--- config.mk ---
export PLATFORM = sky130hd
export DESIGN_NAME = pip_reg_skid
export DESIGN_NICKNAME = d
export VERILOG_FILES = /design/src/rtl/pip_reg_skid.sv
export SDC_FILE = /design/constraint.sdc
export NUM_CORES = 1
export LEC_CHECK = 0
export ABC_AREA = 1
export CORE_ASPECT_RATIO = 1.75
export CORE_MARGIN = 3
export CORE_UTILIZATION = 25
export DETAILED_ROUTE_END_ITERATION = 10
export SLEW_MARGIN = 5
export SYNTH_ARGS = -nofsm -noshare
export SYNTH_HDL_FRONTEND = slang
export SYNTH_SLANG_ARGS = --single-unit
--- constraint.sdc ---
create_clock -name clk -period 3.6 [get_ports clk]
set_input_delay 0.9 -clock clk [delete_from_list [all_inputs] [get_ports clk]]
set_output_delay 0.9 -clock clk [all_outputs]
set_load 0.05 [all_outputs]
--- src/rtl/pip_reg_skid.sv ---
// Elastic valid/ready pipeline stage built on a two-entry skid buffer, with flush and occupancy.
// Optional statistics counters are compiled in when PIP_REG_STATS_EN is defined.
module pip_reg_skid #(
  parameter int unsigned PAYLOAD_WIDTH = 64,
  parameter int unsigned CNT_WIDTH     = 16
) (
  input  logic                     clk,
  input  logic                     rst_n,
  input  logic                     flush,
  input  logic                     in_valid,
  output logic                     in_ready,
  input  logic [PAYLOAD_WIDTH-1:0] in_payload,
  output logic                     out_valid,
  input  logic                     out_ready,
  output logic [PAYLOAD_WIDTH-1:0] out_payload,
  output logic [1:0]               occupancy,
  output logic [CNT_WIDTH-1:0]     stall_cnt,
  output logic [CNT_WIDTH-1:0]     flush_cnt
);

  typedef enum logic [1:0] {
    EMPTY = 2'd0,
    ONE   = 2'd1,
    FULL  = 2'd2
  } state_t;

  state_t                   state;
  logic [PAYLOAD_WIDTH-1:0] main_q;
  logic [PAYLOAD_WIDTH-1:0] skid_q;
  logic                     in_fire_c;
  logic                     out_fire_c;

  assign in_fire_c   = in_valid & in_ready;
  assign out_fire_c  = out_valid & out_ready;
  assign out_payload = main_q;

  // Handshake flags and occupancy are registered alongside the state so they leave the stage glitch-free.
  always_ff @(posedge clk) begin
    if (!rst_n) begin
      state     <= EMPTY;
      in_ready  <= 1'b1;
      out_valid <= 1'b0;
      occupancy <= 2'd0;
      main_q    <= '0;
      skid_q    <= '0;
    end else if (flush) begin
      state     <= EMPTY;
      in_ready  <= 1'b1;
      out_valid <= 1'b0;
      occupancy <= 2'd0;
    end else begin
      case (state)
        EMPTY: begin
          if (in_fire_c) begin
            state     <= ONE;
            main_q    <= in_payload;
            out_valid <= 1'b1;
            occupancy <= 2'd1;
          end
        end
        ONE: begin
          if (in_fire_c && out_fire_c) begin
            main_q <= in_payload;
          end else if (in_fire_c) begin
            // Downstream stalled: park the new payload behind M.
            state     <= FULL;
            skid_q    <= in_payload;
            in_ready  <= 1'b0;
            occupancy <= 2'd2;
          end else if (out_fire_c) begin
            state     <= EMPTY;
            out_valid <= 1'b0;
            occupancy <= 2'd0;
          end
        end
        FULL: begin
          if (out_fire_c) begin
            state     <= ONE;
            main_q    <= skid_q;
            in_ready  <= 1'b1;
            occupancy <= 2'd1;
          end
        end
        default: begin
          state     <= EMPTY;
          in_ready  <= 1'b1;
          out_valid <= 1'b0;
          occupancy <= 2'd0;
        end
      endcase
    end
  end

`ifdef PIP_REG_STATS_EN
  localparam logic [CNT_WIDTH-1:0] CNT_MAX = '1;

  // Saturating stall and effective-flush counters; only reset clears them.
  always_ff @(posedge clk) begin
    if (!rst_n) begin
      stall_cnt <= '0;
      flush_cnt <= '0;
    end else begin
      if (out_valid && !out_ready && stall_cnt != CNT_MAX) begin
        stall_cnt <= stall_cnt + CNT_WIDTH'(1);
      end
      if (flush && occupancy != 2'd0 && flush_cnt != CNT_MAX) begin
        flush_cnt <= flush_cnt + CNT_WIDTH'(1);
      end
    end
  end
`else
  assign stall_cnt = '0;
  assign flush_cnt = '0;
`endif

endmodule

==> summary.md <==
| Metric | Value |
|---|---|
| CP startpoint kind | flop |
| # nets final | around 1.1k |
| Power per cell area | between 500 and 600 nW/um^2 |
| Final HPWL DP | 11400 um |
| Port-buffer cells | about 140 |
| CP peak stage delay | about 900 ps |
| Switching Share | 0.307 |
| Comb pwr share | 0.206 |
| Clk_lat worst skew | roughly 430 ps |
| WP data arrival | between 1500 and 2000 ps |
| Vias | about 6k |
| P_leak | 3.79 nW |
| 1st-iter DRT viols | just under 300 |
| Post-synth top flop | dfxtp_1 |
| Initial Util | 0.256 |
| Register share of total power | 0.374 |
| Synth Instances | just under 1k |
| Cell family with the largest share of critical-path delay | buffers and inverters |
| Fmax | between 0.3 and 0.4 GHz |
| Synth area leader | dfxtp_1 |
| Core Area | 24900 sq um |
| Outcome | finished clean |
| Crit-path max FO | 7 |
| Switch Pwr | between 0.001 and 0.0015 W |
| Ys async rst share | 0 |
| Seq cells post-synth | approximately 130 |
| Post-synth EDFFs | 0 |
| Worst Tran Pin Value | between 700 and 800 ps |
| Slew Limit Fails | 0 |
| Power Total | around 0.0043 W |
| CTS tree | yes |
| Cell area after synthesis | 6390 sq um |
| Peak VDD IR | about 0.00028 V |
| Buf/Inv on CP | 1 |
| H-tree Lvls | 4 |
| First-pass iteration count of the detailed router | 4 |
| Total CTS buffers | 17 |
| Largest net degree at the start of global routing | 67 |
| Netlist cell types | 22 |
| Hold Buf Count CTS | 0 |
| Worst hold path type | reg -> reg |
| Ranking of synthesized cells by area | dfxtp_1 (41%), nand2_1 (16%), nor2_1 (11%) |
| P&R area growth vs syn | 32.1% |
| Slew headroom | 0.495 |
| Seq/Total Area, Yosys | 0.414 |
| Crit path capture type | output port |
| Fin Setup TNS | 0 ps |
| Initial antenna violation count | 1 |
| WL/cell | ~13 um |
| CP Cell Sequence | clkdlybuf4s50_1 |
| Vias in the first global route | just under 6k |
| Share of the synthesized area in the top cell type | 0.414 |
| Final WL | 18000 um |
| Layout cells sized above 1 | 0.0613 |
| Critical path class | reg -> out |
| CTS Buffer Depth | 2 |
| CP max-delay cell | clkdlybuf4s50_1 |
| Root buffer cell | clkbuf_16 |
| Clock share of power | 0.420 |
| DRC Markers | 0 |
| Gr usage total | 0.134 |
| Chip height | 217 um |
| Die area | ~28000 sq um |
| Most numerous cell in the Yosys netlist | nand2_1 |
| Die Width | 127 um |
| Clock Skew | approximately 7.0 ps |
| Synth top cells by count | nand2_1 (271), nor2_1 (185), dfxtp_1 (132) |
| Setup-failing EPs final | 0 |
| Post-DR vias/cell | 4.25 |
| RSZ-0062 raised after global routing | false |
| # IOs | ~170 |
| MaxCap Viol Count | 0 |
| First-pass GRT wire length | 29300 um |
| GP Congestion | between 0.7 and 0.8 |
| # Post-CTS Setup Buffers | 0 |
| ANT nets after route | 0 |
| Yosys warning total | 0 |
| PostCTS Resize Cnt | 0 |
| Final Non-Filler Cells | between 1k and 1.5k |
| Critical Path RT | ~2700 ps |
| Area of the multi-input gates | 3030 sq um |
| Fillers | 2725 |
| Internal | about 0.0029 W |
| Clk slew on worst S/H paths | around 60 ps |
| Placed cell count | roughly 1.4k |
| Layout Utilization | 0.339 |
| Syn avg cell area | between 6 and 7 sq um |
| Total grt overflow | 0 |
| Tmin final | around 2700 ps |
| Placement row count | 76 |
| Final worst path period share | 0.761 |
| Hold Fails Final Rpt | 0 |
| Sink Count | approximately 130 |
| FF/Latch Area | around 2600 sq um |
==> per-stage QoR <==
stage | worst slack, ps | area, sq um | hold WS (ps)
floorplan | 1650 | 6500 | 452
global placement | 790 | 7830 | 459
detailed placement | 767 | 7830 | 469
CTS | 824 | 8430 | 484
global route | 782 | 8440 | 506
finish | 862 | 8440 | 478
==> cell families (layout without fill, tap and decap cells) <==
| family | Yosys count | count (layout) | share of synthesized area |
|---|---|---|---|
| other cells | 1 | 33 | 0.000587 |
| buf+inv | 169 | 251 | 0.135 |
| compound gates | 131 | 131 | 0.103 |
| simple gates | 547 | 547 | 0.348 |
| flops | 132 | 132 | 0.414 |
==> layer usage <==
| metal | vias to the layer above | share of wire | track usage |
|---|---|---|---|
| met5 | - | 0 | 0 |
| met2 | 163 | 0.52 | 0.241 |
| met1 | 2629 | 0.41 | 0.149 |
| met3 | 19 | 0.048 | 0.0333 |
| li1 | 3171 | - | - |
| met4 | 0 | 0.020 | 0.0555 |
==> area by class of cell <==
cell class / instances / area share
diodes: 1 / 0.000297
clock buffers: 20 / 0.0529
clock inverters: 12 / 0.0184
inverters: 72 / 0.0320
multi-input cells: 710 / 0.359
flip-flops and latches: 132 / 0.313
well taps: 312 / 0.0463
repair buffers: 147 / 0.178
==> registers in the layout, summed over array words and instances (netlist names) <==
name         count
state            2
in_ready         1
out_payload     64
out_valid        1
skid_q          64
==> power by group through the flow <==
stage / combinational, W / clock (W) / sequential [W]
floorplan: 0.000402 / 0 / 0.00184
global route: 0.000955 / 0.00190 / 0.00160
finish: 0.000878 / 0.00178 / 0.00159
detailed placement: 0.000885 / 0 / 0.00162
global placement: 0.000882 / 0 / 0.00162
CTS: 0.000887 / 0.00185 / 0.00159
==> final timing paths <==
| kind | startpoint | to | slack (ps) | cells after the start |
|---|---|---|---|---|
| worst max-delay path | state[0] | occupancy[0] | 860 | 1 |
| worst min register to register | out_payload[52] | out_payload[52] | 480 | 2 |
| worst min-delay path | out_payload[52] | out_payload[52] | 480 | 2 |
| worst max register to register | state[0] | out_payload[3] | 1420 | 9 |
==> layout by cell type, fill, tap and decap left out <==
cell             synthesis  routed
buf_12                   0       5
bufinv_16                0       3
inv_1                   70      70
nand4_1                  1       1
clkbuf_16                0      17
dfxtp_1                132     132
diode_2                  0       1
conb_1                   1      32
clkinv_2                 0       3
nor2_4                   1       4
nor3_1                   1       1
clkinvlp_4               0       2
nand2_2                  3       3
a21oi_1                 66      66
nand3_2                  2       2
clkbuf_8                 0       1
inv_2                    2       2
buf_4                   43       7
clkbuf_1                20       2
nor2_2                  14      12
clkdlybuf4s50_1          0     135
o21ai_4                  0       1
inv_6                    0       1
nor2_8                   1       1
nand2_1                271     271
nor2_1                 185     184
clkinv_4                 0       3
o21ai_0                 64      64
nand3_1                 68      68
==> worst register-to-register path: stages, from the launching register on <==
cell and delay, ps:
dfxtp_1 520, inv_2 100, nand2_2 560, buf_4 460, nand2_1 100, nand2_1 80
inv_1 30, nand3_1 60, nand2_1 80, nor2_1 110
Power figures use the tool's default switching activity.
